[src/rtl/regfile_wr_arbiter_if.sv]
// Bundle of the write-request, read-port and status signals of the
// register-file write arbiter. The master side is the requesters plus the
// operand/display readers; the slave side is the arbiter itself.
interface regfile_wr_arbiter_if #(
  parameter int REG_SIZE = 32
);
  logic                ex_valid, ld_valid, dbg_valid;
  logic [3:0]          ex_addr, ld_addr, dbg_addr;
  logic [REG_SIZE-1:0] ex_data, ld_data, dbg_data;
  logic                ex_ready, ld_ready, dbg_ready;
  logic [3:0]          rd_addr1, rd_addr2;
  logic [REG_SIZE-1:0] rd_data1, rd_data2;
  logic [3:0]          pos_show;
  logic [15:0]         show;
  logic [7:0]          conflict_cnt;

  modport master (
    output ex_valid, ld_valid, dbg_valid,
    output ex_addr, ld_addr, dbg_addr,
    output ex_data, ld_data, dbg_data,
    output rd_addr1, rd_addr2, pos_show,
    input  ex_ready, ld_ready, dbg_ready,
    input  rd_data1, rd_data2, show, conflict_cnt
  );

  modport slave (
    input  ex_valid, ld_valid, dbg_valid,
    input  ex_addr, ld_addr, dbg_addr,
    input  ex_data, ld_data, dbg_data,
    input  rd_addr1, rd_addr2, pos_show,
    output ex_ready, ld_ready, dbg_ready,
    output rd_data1, rd_data2, show, conflict_cnt
  );
endinterface

[src/rtl/regfile_wr_arbiter.sv]
// Register file with a three-way write arbiter (execute, load, debug).
// Fixed priority ex > ld > dbg, with starvation promotion after STARVE_MAX
// consecutive denied cycles. Two registered read ports and a 16-bit display
// port, all with write-through bypass. Register 0 always reads as zero.
module regfile_wr_arbiter #(
  parameter int REG_SIZE   = 32,
  parameter int RF_SIZE    = 16,
  parameter int STARVE_MAX = 4
) (
  input logic                 clk,
  input logic                 rst,
  regfile_wr_arbiter_if.slave bus
);

  // Requester index 0 = ex, 1 = ld, 2 = dbg; lower index wins ties.
  logic [2:0]          w_valid;
  logic [3:0]          w_addr  [3];
  logic [REG_SIZE-1:0] w_data  [3];
  logic [2:0]          w_promoted;
  logic [2:0]          w_grant;
  logic                w_wr_en;
  logic [3:0]          w_wr_addr;
  logic [REG_SIZE-1:0] w_wr_data;
  logic [REG_SIZE-1:0] w_rd1, w_rd2;
  logic [15:0]         w_show;
  logic                w_multi;

  logic [2:0]          r_starve [3];
  logic [REG_SIZE-1:0] r_regs   [RF_SIZE];
  logic [REG_SIZE-1:0] r_rd_data1, r_rd_data2;
  logic [15:0]         r_show;
  logic [7:0]          r_conflict_cnt;

  assign w_valid   = {bus.dbg_valid, bus.ld_valid, bus.ex_valid};
  assign w_addr[0] = bus.ex_addr;
  assign w_addr[1] = bus.ld_addr;
  assign w_addr[2] = bus.dbg_addr;
  assign w_data[0] = bus.ex_data;
  assign w_data[1] = bus.ld_data;
  assign w_data[2] = bus.dbg_data;

  // One-hot of the lowest set bit: implements the ex > ld > dbg order.
  function automatic logic [2:0] first_set(input logic [2:0] v);
    first_set = 3'b000;
    if (v[0])      first_set = 3'b001;
    else if (v[1]) first_set = 3'b010;
    else if (v[2]) first_set = 3'b100;
  endfunction

  // Grant: promoted requesters beat everyone else; readys stay low in reset.
  always_comb begin
    // NOTE: every always_comb output gets a default first so no path leaves it unassigned (no latch).
    w_promoted = 3'b000;
    w_grant    = 3'b000;
    for (int i = 0; i < 3; i++)
      w_promoted[i] = w_valid[i] && (r_starve[i] == 3'(STARVE_MAX));
    if (rst)
      w_grant = (|w_promoted) ? first_set(w_promoted) : first_set(w_valid);
  end

  assign bus.ex_ready  = w_grant[0];
  assign bus.ld_ready  = w_grant[1];
  assign bus.dbg_ready = w_grant[2];

  // Select the granted write; a handshake to address 0 completes but writes nothing.
  always_comb begin
    w_wr_addr = '0;
    w_wr_data = '0;
    for (int i = 0; i < 3; i++) begin
      if (w_grant[i]) begin
        w_wr_addr = w_addr[i];
        w_wr_data = w_data[i];
      end
    end
    w_wr_en = (|w_grant) && (w_wr_addr != 4'd0);
  end

  assign w_multi = (w_valid[0] & w_valid[1]) | (w_valid[0] & w_valid[2]) |
                   (w_valid[1] & w_valid[2]);

  // Read paths with write-through bypass; address 0 is forced to zero.
  assign w_rd1  = (bus.rd_addr1 == 4'd0) ? '0 :
                  (w_wr_en && w_wr_addr == bus.rd_addr1) ? w_wr_data : r_regs[bus.rd_addr1];
  assign w_rd2  = (bus.rd_addr2 == 4'd0) ? '0 :
                  (w_wr_en && w_wr_addr == bus.rd_addr2) ? w_wr_data : r_regs[bus.rd_addr2];
  assign w_show = (bus.pos_show == 4'd0) ? 16'd0 :
                  (w_wr_en && w_wr_addr == bus.pos_show) ? w_wr_data[15:0] :
                                                           r_regs[bus.pos_show][15:0];

  // Starve counters: count denied-while-valid cycles, saturate, clear on grant or idle.
  always_ff @(posedge clk) begin
    for (int i = 0; i < 3; i++) begin
      // NOTE: sequential state uses non-blocking assignments so every flop samples pre-edge values.
      if (!rst)                           r_starve[i] <= 3'd0;
      else if (!w_valid[i] || w_grant[i]) r_starve[i] <= 3'd0;
      else if (r_starve[i] != 3'(STARVE_MAX))
        r_starve[i] <= r_starve[i] + 3'd1;
    end
  end

  // Register array: loads the k*16 pattern on reset, otherwise takes the granted write.
  always_ff @(posedge clk) begin
    if (!rst) begin
      // NOTE: the array is reset on purpose here -- software relies on the k*16 boot pattern.
      for (int k = 0; k < RF_SIZE; k++)
        r_regs[k] <= (k == 0 || k == RF_SIZE - 1) ? '0 : REG_SIZE'(k * 16);
    end else if (w_wr_en) begin
      r_regs[w_wr_addr] <= w_wr_data;
    end
  end

  // Registered read, display and saturating conflict counter.
  always_ff @(posedge clk) begin
    if (!rst) begin
      r_rd_data1     <= '0;
      r_rd_data2     <= '0;
      r_show         <= '0;
      r_conflict_cnt <= '0;
    end else begin
      r_rd_data1 <= w_rd1;
      r_rd_data2 <= w_rd2;
      r_show     <= w_show;
      if (w_multi && r_conflict_cnt != 8'hFF)
        r_conflict_cnt <= r_conflict_cnt + 8'd1;
    end
  end

  assign bus.rd_data1     = r_rd_data1;
  assign bus.rd_data2     = r_rd_data2;
  assign bus.show         = r_show;
  assign bus.conflict_cnt = r_conflict_cnt;

endmodule

[src/flat_wrapper.sv]
// flat-port wrapper written by rule: the top's interface ports become plain ports
module regfile_wr_arbiter_flat 
#(
  parameter int REG_SIZE   = 32,
  parameter int RF_SIZE    = 16,
  parameter int STARVE_MAX = 4
)
  (clk, rst, bus_ex_valid, bus_ld_valid, bus_dbg_valid, bus_ex_addr, bus_ld_addr, bus_dbg_addr, bus_ex_data, bus_ld_data, bus_dbg_data, bus_rd_addr1, bus_rd_addr2, bus_pos_show, bus_ex_ready, bus_ld_ready, bus_dbg_ready, bus_rd_data1, bus_rd_data2, bus_show, bus_conflict_cnt);
  regfile_wr_arbiter_if #(.REG_SIZE(REG_SIZE)) bus_i ();
  input logic clk;
  input logic rst;
  input wire logic [$bits(bus_i.ex_valid)-1:0] bus_ex_valid;
  input wire logic [$bits(bus_i.ld_valid)-1:0] bus_ld_valid;
  input wire logic [$bits(bus_i.dbg_valid)-1:0] bus_dbg_valid;
  input wire logic [$bits(bus_i.ex_addr)-1:0] bus_ex_addr;
  input wire logic [$bits(bus_i.ld_addr)-1:0] bus_ld_addr;
  input wire logic [$bits(bus_i.dbg_addr)-1:0] bus_dbg_addr;
  input wire logic [$bits(bus_i.ex_data)-1:0] bus_ex_data;
  input wire logic [$bits(bus_i.ld_data)-1:0] bus_ld_data;
  input wire logic [$bits(bus_i.dbg_data)-1:0] bus_dbg_data;
  input wire logic [$bits(bus_i.rd_addr1)-1:0] bus_rd_addr1;
  input wire logic [$bits(bus_i.rd_addr2)-1:0] bus_rd_addr2;
  input wire logic [$bits(bus_i.pos_show)-1:0] bus_pos_show;
  output wire logic [$bits(bus_i.ex_ready)-1:0] bus_ex_ready;
  output wire logic [$bits(bus_i.ld_ready)-1:0] bus_ld_ready;
  output wire logic [$bits(bus_i.dbg_ready)-1:0] bus_dbg_ready;
  output wire logic [$bits(bus_i.rd_data1)-1:0] bus_rd_data1;
  output wire logic [$bits(bus_i.rd_data2)-1:0] bus_rd_data2;
  output wire logic [$bits(bus_i.show)-1:0] bus_show;
  output wire logic [$bits(bus_i.conflict_cnt)-1:0] bus_conflict_cnt;
  assign bus_i.ex_valid = bus_ex_valid;
  assign bus_i.ld_valid = bus_ld_valid;
  assign bus_i.dbg_valid = bus_dbg_valid;
  assign bus_i.ex_addr = bus_ex_addr;
  assign bus_i.ld_addr = bus_ld_addr;
  assign bus_i.dbg_addr = bus_dbg_addr;
  assign bus_i.ex_data = bus_ex_data;
  assign bus_i.ld_data = bus_ld_data;
  assign bus_i.dbg_data = bus_dbg_data;
  assign bus_i.rd_addr1 = bus_rd_addr1;
  assign bus_i.rd_addr2 = bus_rd_addr2;
  assign bus_i.pos_show = bus_pos_show;
  assign bus_ex_ready = bus_i.ex_ready;
  assign bus_ld_ready = bus_i.ld_ready;
  assign bus_dbg_ready = bus_i.dbg_ready;
  assign bus_rd_data1 = bus_i.rd_data1;
  assign bus_rd_data2 = bus_i.rd_data2;
  assign bus_show = bus_i.show;
  assign bus_conflict_cnt = bus_i.conflict_cnt;
  regfile_wr_arbiter #(.REG_SIZE(REG_SIZE), .RF_SIZE(RF_SIZE), .STARVE_MAX(STARVE_MAX)) u_core (.clk(clk), .rst(rst), .bus(bus_i));
endmodule
[config.mk]
export PLATFORM = sky130hd
export DESIGN_NAME = regfile_wr_arbiter_flat
export DESIGN_NICKNAME = d
export VERILOG_FILES = /design/src/rtl/regfile_wr_arbiter_if.sv /design/src/rtl/regfile_wr_arbiter.sv /design/src/flat_wrapper.sv
export SDC_FILE = /design/constraint.sdc
export NUM_CORES = 1
export LEC_CHECK = 0
export ABC_CLOCK_PERIOD_IN_PS = 3400
export BUFFER_PORTS_ARGS = -buffer_cell sky130_fd_sc_hd__buf_4
export CORE_ASPECT_RATIO = 0.7
export CORE_UTILIZATION = 40
export CTS_CLUSTER_DIAMETER = 30
export CTS_CLUSTER_SIZE = 30
export DETAILED_ROUTE_END_ITERATION = 8
export GPL_TIMING_DRIVEN = 0
export PLACE_DENSITY = 0.62
export SYNTH_ARGS = -nofsm -noshare
export SYNTH_HDL_FRONTEND = slang
export SYNTH_SLANG_ARGS = --single-unit
[constraint.sdc]
create_clock -name clk -period 3.4 [get_ports clk]
set_clock_uncertainty 0.1 [all_clocks]
set_input_delay 0.17 -clock clk [delete_from_list [all_inputs] [get_ports clk]]
set_output_delay 0.17 -clock clk [all_outputs]
set_load 0.05 [all_outputs]
* Yosys cells after proc, flatten, opt, wreduce, memory -nomap -nowiden
Memory sizes are Yosys's and may differ from the RTL's. A register that Yosys moved wholly into a read port is not among the register bits.
Cells that the tools add are included.
** Word-level totals
- Register bits after elaboration :: 24
- Latch bits :: 0
- RAM bits :: 521
- Memory bits (read-only) :: 0
- Input port bits :: 125
- Output and inout bits :: 91
- Logic and storage cells :: 99
- Memories kept :: 2
** Cells by class
- Add/sub/neg operators :: 4
- $mul :: 0
- Div/mod/pow operators :: 0
- Order comparisons :: 0
- Equality and inequality tests :: 8
- Shift operators :: 0
- Mux-type cells :: 49
- Bitwise operators :: 12
- Reductions and logical operators :: 22
** Memories
- u_core.r_regs :: words 16, bits a word 32, rd ports 3, clocked after Yosys merged registers in 2, write ports 16, line regfile_wr_arbiter.sv:29 : logic [REG_SIZE-1:0] r_regs [RF_SIZE];
- u_core.r_starve :: words 3, bits a word 3, rd ports 3, clocked after Yosys merged registers in 0, write ports 3, line regfile_wr_arbiter.sv:28 : logic [2:0] r_starve [3];
** Operators by type and width (number)
- 32-bit 2-to-1 mux :: 4
- 3-bit 2-to-1 mux :: 14
- 32-bit OR reduction :: 1
- 1-bit 2-to-1 mux :: 26
- 16-bit 2-to-1 mux :: 1
- 4-bit 2-to-1 mux :: 4
- 4-bit zero test :: 3
- 3-bit by 1-bit adder with 3-bit output (second input constant) :: 3
- 3-bit == test (second input constant) :: 3
- 3-bit inequality test (second input constant) :: 3
- 8-bit by 1-bit adder with 8-bit output (second input constant) :: 1
- 8-bit inequality test (second input constant) :: 1
- 1-bit bitwise OR :: 8
- 1-bit logical AND :: 6
- 2-bit OR reduction :: 3
- 3-bit OR reduction :: 2
- 4-bit == test :: 1
- 4-bit nonzero test :: 1
- 1-bit AND :: 3
- 1-bit zero test :: 3
- 1-bit logical OR :: 3
- 1-bit inverter :: 1

* Longest topological paths before layout
Gate-level depths: netlist of the first run.
- Depth in word-level cells :: 17
- Depth in mapped cells :: 12

* Worst setup path before layout of the first run
Ideal clock, no wire load.
- Path kind :: register to register
- Start :: memory u_core.r_starve[2][0]
- End :: memory u_core.r_regs[4][0], enable pin
- Library setup time :: 0.389 ns
- Data arrival time :: 3.251 ns
- Required time :: 2.911 ns
- Path slack :: -0.340 ns
- Stages on the path, launching flop included :: 12
- Buffers on the path :: 2
- Clock period less this slack :: 3.740 ns
- Path through :: edfxtp_1 inv_1 ha_1 and3_4 a22oi_2 or2_1 buf_6 mux2_4 nor3_1 nand2_1 clkbuf_1 nand2_1
** RTL lines (line)
- start, declared :: regfile_wr_arbiter.sv:28
- end, declared :: regfile_wr_arbiter.sv:29

==> load_flow_metrics.sql, run 1 <==
INSERT INTO impl_metrics (metric_group, metric, value, unit) VALUES
('synth', 'post_synth_inst_count', '2167', ''),
('cts', 'htreeDepth', '3', ''),
('detailed_routing', 'wl_per_cell', '34.4', 'µm'),
('timing', 'setup_viol', '3', ''),
('die', 'io_pins', '216', ''),
('timing', 'tightestPinTransition', '1.46', 'ns'),
('detailed_routing', 'via_count', '25100', ''),
('cts', 'cts.reportedPaths.clkPinSlew', '0.05', 'ns'),
('power', 'combinationalPowerShare', '15.3', '%'),
('cts', 'clk_path_buf_depth', '3', ''),
('power', 'cellPowerDensity', '572', 'nW/µm²'),
('power', 'clkPwrFrac', '48.3', '%'),
('cts', 'worstSkewPairLatency', '0.72', 'ns'),
('timing', 'final_critical_path_setup_slack', '-0.00687', 'ns'),
('synth', 'netlist_top_cells_area', 'sky130_fd_sc_hd__edfxtp_1, sky130_fd_sc_hd__mux4_2, sky130_fd_sc_hd__nor2_1', ''),
('finish', 'layout.core_utilization', '53.5', '%'),
('timing', 'timing_max_transition_violations_final', '0', ''),
('synth', 'synth-seq-cells', '609', ''),
('power', 'power.switching_fraction', '27.0', '%'),
('power', 'leakage', '15.0', 'nW'),
('power', 'power_report.internal_total', '17.6', 'mW'),
('cts', 'clkSinkCount', '609', ''),
('placement', 'port_buffers', '207', ''),
('synth', 'yosys.area.top_type_share', '49.2', '%'),
('timing', 'rsz0062_at_grt', 'yes', ''),
('synth', 'synth_commonest_cells', 'sky130_fd_sc_hd__edfxtp_1, sky130_fd_sc_hd__nor2_1, sky130_fd_sc_hd__mux4_2', ''),
('synth', 'number_of_distinct_library_cells_after_synthesis', '46', ''),
('worst_setup_path', 'worst-setup-path-type', 'register to register', ''),
('die', 'core-area', '78700', 'µm²'),
('placement', 'placed_area', '34900', 'µm²'),
('cts', 'cts.root.buffer_cell', 'sky130_fd_sc_hd__clkbuf_16', ''),
('timing', 'final_period_minus_worst_setup_slack', '3.41', 'ns'),
('status', 'run_status', 'finished, violations left', ''),
('die', 'fp.dieW', '339', 'µm'),
('synth', 'synthDominantAreaCellType', 'sky130_fd_sc_hd__edfxtp_1', ''),
('grt', 'maximum_number_of_pins_on_one_net_before_global_route_repair', '24', ''),
('detailed_routing', 'detail_route.drc_violations', '0', ''),
('grt', 'gr-usage-all-layers', '32.9', '%'),
('placement', 'globalplace.congestion', '0.983', ''),
('finish', 'post_layout_nonfiller_instances', '3884', ''),
('worst_setup_path', 'timing.critical_path.required', '3.69', 'ns'),
('synth', 'netlist_area', '31800', 'µm²'),
('worst_setup_path', 'critPathArrivalTime', '3.70', 'ns'),
('synth', 'dominantRegCellSynth', 'sky130_fd_sc_hd__edfxtp_1', ''),
('detailed_routing', 'detail_route.first_pass.iterations', '9', ''),
('synth', 'yosys.cell_count.top_type', 'sky130_fd_sc_hd__edfxtp_1', ''),
('hold_path', 'holdPathStages', '5', ''),
('die', 'fp-row-count', '86', ''),
('finish', 'layout.nets', '2861', ''),
('detailed_routing', 'post_drt_via_cell_ratio', '6.45', ''),
('power', 'peakVddDrop', '0.486', 'mV'),
('synth', 'edff_count_synth', '521', ''),
('timing', 'maxSlewHeadroom', '2.57', '%'),
('timing', 'fmax', '294', 'MHz'),
('hold_path', 'hp-class', 'input port to register', ''),
('grt', 'grt.overflow.total', '0', ''),
('finish', 'num_antenna_cells', '0', ''),
('finish', 'area.growth.synth_to_final', '32.4', '%'),
('timing', 'final_min_period_over_clock_period', '100', '%'),
('power', 'seqPwrFrac', '36.4', '%'),
('run', 'max_cap_viol_count', '0', ''),
('grt', 'first_global_vias', '24900', ''),
('status', 'failed_checks', 'negative setup slack', ''),
('power', 'switching_power', '6.50', 'mW'),
('grt', 'grt_pass1_wl', '183000', 'µm'),
('synth', 'ys_async_rst_share', '0', '%'),
('finish', 'share_of_post_route_cells_with_drive_strength_above_1', '41.1', '%'),
('timing', 'final_hold_viol_count', '0', ''),
('grt', 'initial_antenna_violation_count', '2', ''),
('worst_setup_path', 'start_kind', 'register', ''),
('placement', 'hpwl', '80800', 'µm');
==> cells by family after synthesis <==
logic type | count (synthesis) | share of synthesized area (%)
mux | 433 | 29.4
buf+inv | 228 | 2.76
simple gates | 721 | 9.36
compound gates | 155 | 3.08
flops | 609 | 54.8
other cells | 2 | 0.0236
fa+ha+maj | 7 | 0.276
xor+xnor | 12 | 0.331
==> layer usage <==
metal	GRT usage, %	routed length (µm)
met5	1.13	118
met1	42.1	46400
met2	47.1	56800
met4	15.7	7260
met3	15.4	23000
==> per-stage QoR <==
stage	TNS [ns]	total power, mW
finish	-0.0153	24.1
CTS	-0.0253	23.9
detailed placement	-1097.65	12.0
floorplan	0	10.8
global route	-1.28	24.5
global placement	-1234.32	11.9
==> flip-flops by register name, summed over array words and instances (netlist names) <==
signal	flops
u_core.r_regs	512
u_core.bus.rd_data1	32
u_core.bus.rd_data2	32
u_core.bus.show	16
u_core.r_starve	9
u_core.bus.conflict_cnt	8
==> worst paths after layout <==
| path | slack (ns) | endpoint | from |
|---|---|---|---|
| worst max-delay path | -0.007 | u_core.r_regs[8][9] | u_core.r_starve[2][0] |
| worst max register to register | -0.007 | u_core.r_regs[8][9] | u_core.r_starve[2][0] |
| worst min register to register | 0.44 | u_core.bus.conflict_cnt[5] | u_core.bus.conflict_cnt[5] |
| worst min-delay path | 0.05 | u_core.bus.rd_data1[28] | bus_ex_data[28] |
==> cells in the final DEF, fill, tap and decap left out, drive strengths merged, types with 30 or more instances in the layout <==
master | Yosys | layout
a22o | 32 | 32
dlygate4sd3 | 0 | 94
clkinv | 0 | 38
a21oi | 94 | 94
buf | 38 | 348
mux4 | 400 | 400
dfxtp | 88 | 88
clkbuf | 173 | 294
conb | 2 | 35
nor2 | 489 | 489
mux2i | 30 | 30
edfxtp | 521 | 521
or2 | 57 | 57
nand3 | 42 | 42
nand2 | 108 | 125
==> critical path: stages, from the launching register on <==
cell	delay, ns
sky130_fd_sc_hd__edfxtp_1	0.42
sky130_fd_sc_hd__inv_2	0.10
sky130_fd_sc_hd__ha_4	0.16
sky130_fd_sc_hd__and3_4	0.20
sky130_fd_sc_hd__o31a_1	0.31
sky130_fd_sc_hd__o22ai_2	0.20
sky130_fd_sc_hd__mux2i_2	0.34
sky130_fd_sc_hd__nor2_2	0.11
sky130_fd_sc_hd__nand2_1	0.24
sky130_fd_sc_hd__clkbuf_1	0.79
sky130_fd_sc_hd__nor2_1	0.12
==> power by group through the flow <==
stage / combinational (mW) / sequential [mW] / clock [mW]
after floorplan: 1.60 / 9.15 / 0
after global placement: 3.05 / 8.86 / 0
after detailed placement: 3.09 / 8.89 / 0
after CTS: 3.49 / 8.74 / 11.6
after global routing: 3.74 / 8.79 / 12.0
final: 3.68 / 8.76 / 11.6
==> final cells by class <==
cell class	instances	area [µm²]
plain buffers	211	1140
clock inverters	84	995
flip-flops and latches	609	17400
repair buffers	397	3800
well taps	1056	1320
clock buffers	129	2950
inverters	17	66.3
multi-input cells	1381	14400
fillers	6258	36600
==> repair_timing <==
action	4_1_cts	5_1_grt
buffers inserted	75	10
pin swaps	13	5
gates resized for setup	209	90
endpoints found under the hold margin	234	3
gates cloned	19	1
setup endpoints to repair	1048	879
hold buffers	93	1
(Power assumes the default switching activity.)
==> run 2, diff against run 1 <==
--- a/config.mk
+++ b/config.mk
@@ -14,6 +14,7 @@
 export DETAILED_ROUTE_END_ITERATION = 8
 export GPL_TIMING_DRIVEN = 0
 export PLACE_DENSITY = 0.62
+export SKIP_CTS_REPAIR_TIMING = 1
 export SYNTH_ARGS = -nofsm -noshare
 export SYNTH_HDL_FRONTEND = slang
 export SYNTH_SLANG_ARGS = --single-unit
==> run 2 against run 1 <==
Net effect:
- the flow finishes with violations (negative hold slack, max-capacitance violations, max-slew violations, negative setup slack)
- sequential power about the same
- hold slack got worse by 0.076 ns
- die area stayed put
- final area fell by 0.75%
- non-clock buffer count down 26
- flip-flop and latch count stayed put
- register-to-register slack got worse by 0.13 ns
- clock-buffer cell count stayed put
==> load_flow_metrics.sql, run 2 (synthesis gave the netlist of run 1 again) <==
INSERT INTO impl_metrics (metric_group, metric, value, unit) VALUES
('timing', 'tightestPinTransition', '1.72', 'ns'),
('worst_setup_path', 'cp_launch_point', 'bus_rd_addr1[1]', ''),
('worst_setup_path', 'capturing_element_type_of_the_critical_path', 'register', ''),
('cts', 'cts.root.buffer_cell', 'sky130_fd_sc_hd__clkbuf_16', ''),
('timing', 'holdWs', '-0.0228', 'ns'),
('placement', 'hpwl', '80800', 'µm'),
('die', 'initial_utilization', '40.4', '%'),
('status', 'failed_checks', 'negative hold slack, max-capacitance violations, max-slew violations, negative setup slack', ''),
('cts', 'clkSinkCount', '609', ''),
('run', 'max_cap_viol_count', '2', ''),
('finish', 'layout.nets', '2838', ''),
('finish', 'area.growth.synth_to_final', '31.4', '%'),
('hold_path', 'worst_hold_path.endpoint', 'u_core.r_starve[2][2]', ''),
('worst_setup_path', 'timing.critical_path.required', '3.77', 'ns'),
('hold_path', 'holdPathStages', '4', ''),
('finish', 'layout.cells.most_common', 'sky130_fd_sc_hd__edfxtp_1', ''),
('detailed_routing', 'post_drt_via_cell_ratio', '6.51', ''),
('power', 'cellPowerDensity', '575', 'nW/µm²'),
('worst_setup_path', 'cpMaxStageDelayCell', 'sky130_fd_sc_hd__o41ai_1', ''),
('detailed_routing', 'drt-initial-drc-count', '4328', ''),
('grt', 'gr-usage-all-layers', '30.8', '%'),
('die', 'fp.dieW', '339', 'µm'),
('worst_setup_path', 'worst_path_largest_cell_delay', '1.13', 'ns'),
('hold_path', 'hold_path.startpoint', 'bus_ld_valid', ''),
('cts', 'cts_buffers', '112', ''),
('worst_setup_path', 'r2r-start', 'u_core.r_starve[2][0]', ''),
('finish', 'mostFrequentLayoutCells', 'sky130_fd_sc_hd__edfxtp_1, sky130_fd_sc_hd__nor2_1, sky130_fd_sc_hd__mux4_2', ''),
('placement', 'post-place-ws', '-2.05', 'ns'),
('finish', 'layout.core_utilization', '53.1', '%'),
('worst_setup_path', 'critical_path.max_fanout', '10', ''),
('timing', 'timing_max_transition_violations_final', '26', ''),
('timing', 'final_period_minus_worst_setup_slack', '3.58', 'ns'),
('timing', 'final_hold_viol_count', '3', ''),
('die', 'fp-row-count', '86', ''),
('timing', 'final_min_period_over_clock_period', '105', '%'),
('placement', 'port_buffers', '207', ''),
('worst_setup_path', 'rr_endpoint', 'u_core.r_regs[13][17]', ''),
('power', 'leakage', '14.9', 'nW'),
('cts', 'cts.reportedPaths.clkPinSlew', '0.05', 'ns'),
('cts', 'tritoncts', 'built', ''),
('timing', 'fmax', '279', 'MHz'),
('worst_setup_path', 'r2r_cells', '12', ''),
('hold_path', 'hp-class', 'input port to register', ''),
('worst_setup_path', 'critPathArrivalTime', '3.95', 'ns'),
('finish', 'top_register', 'u_core.r_regs', ''),
('status', 'run_status', 'finished, violations left', ''),
('detailed_routing', 'detail-route-antenna-nets', '0', ''),
('cts', 'worstSkewPairLatency', '0.70', 'ns'),
('die', 'die_height', '238', 'µm'),
('detailed_routing', 'detail_route.drc_violations', '0', ''),
('finish', 'share_of_post_route_cells_with_drive_strength_above_1', '41.1', '%'),
('timing', 'rsz0062_at_grt', 'yes', ''),
('cts', 'clk_path_buf_depth', '3', ''),
('grt', 'maximum_number_of_pins_on_one_net_before_global_route_repair', '33', ''),
('grt', 'grt.overflow.total', '0', ''),
('detailed_routing', 'via_count', '25200', ''),
('detailed_routing', 'wl_per_cell', '34.6', 'µm'),
('timing', 'setup_viol', '104', ''),
('worst_setup_path', 'start_kind', 'input port', ''),
('power', 'peakVddDrop', '0.477', 'mV'),
('die', 'core-area', '78700', 'µm²'),
('grt', 'grt_pass1_wl', '172000', 'µm'),
('worst_setup_path', 'worst_reg_to_reg_setup_slack', '-0.14', 'ns'),
('worst_setup_path', 'timing.critical_path.mode_cell', 'sky130_fd_sc_hd__clkbuf_1', ''),
('cts', 'htreeDepth', '3', ''),
('die', 'io_pins', '216', ''),
('timing', 'final_critical_path_setup_slack', '-0.184', 'ns'),
('worst_setup_path', 'worstPathCellList', 'clkbuf_1 > clkbuf_1 > buf_1 > o41ai_1 > clkbuf_1 > nor2_1', ''),
('grt', 'first_global_vias', '23500', ''),
('die', 'die-area', '80600', 'µm²'),
('detailed_routing', 'detail_route.first_pass.iterations', '8', ''),
('worst_setup_path', 'worst-setup-path-type', 'input port to register', ''),
('timing', 'maxSlewHeadroom', '-14.9', '%'),
('detailed_routing', 'route.final.wire_length', '134000', 'µm'),
('finish', 'largest_register_ffs', '512', ''),
('placement', 'globalplace.congestion', '0.983', ''),
('grt', 'initial_antenna_violation_count', '3', '');
==> run 2: cell types whose count changed in the layout (fill, tap and decap cells not counted), sizes merged <==
| cell | before | now |
|---|---|---|
| clkbuf | 294 | 279 |
| buf | 348 | 341 |
| diode | 0 | 3 |
| dlygate4sd3 | 94 | 91 |
| nand2 | 125 | 127 |
| a21oi | 94 | 95 |
| bufbuf | 1 | 0 |
==> run 2: critical path, delay by kind of cell <==
kind	cells	cell delay (ns)
AO/OA/AOI/OAI	1	1.13
buffers and inverters	4	2.34
AND/OR/NAND/NOR	1	0.30
==> run 2: report_power, final <==
group	switching (mW)	leakage [nW]	internal, mW
Combinational	2.18	6.93	1.46
Clock	4.10	1.88	7.54
Sequential	0.214	6.05	8.54
Total	6.50	14.9	17.5
==> run 2: routing by layer <==
metal	track usage, %	share of wire, %	vias up
li1	-	-	9555
met1	41.2	35	12600
met2	44.4	42	2455
met3	12.1	17	494
met4	13.3	5.6	6
met5	1.37	0.13	-
==> run 2: metrics by stage <==
stage / hold WS [ns] / instance area [µm²] / TNS, ns / instances / total power, mW
detailed placement: 0.428 / 34900 / -1097.65 / 3468 / 12.0
global placement: 0.399 / 34800 / -1234.32 / 3463 / 11.9
CTS: -0.191 / 38900 / -1107.05 / 3681 / 23.5
finish: -0.0228 / 41800 / -8.00 / 3864 / 24.0
global route: 0.00948 / 41800 / -11.97 / 3861 / 24.5
floorplan: 0.339 / 32000 / 0 / 2200 / 10.8
==> run 2: worst max-delay path by stage <==
stage	end	slack [ns]	depth (start not counted)
2_1_floorplan	u_core.r_regs[10][0]	0.03	12
3_3_place_gp	u_core.r_regs[9][17]	-1.81	10
3_5_place_dp	u_core.r_regs[14][8]	-2.05	11
4_1_cts	u_core.r_regs[14][8]	-2.04	11
5_1_grt	bus_dbg_ready	-0.20	9
6_report	u_core.bus.rd_data1[3]	-0.18	6
==> run 2: area by class of cell <==
class,instances,area [µm²]
Fill cell,6319,36900
Sequential cell,609,17400
Multi-Input combinational cell,1384,14500
Timing Repair Buffer,371,3390
Clock buffer,129,2950
Tap cell,1056,1320
Buffer,211,1130
Clock inverter,84,995
Inverter,17,63.8
Antenna cell,3,7.51
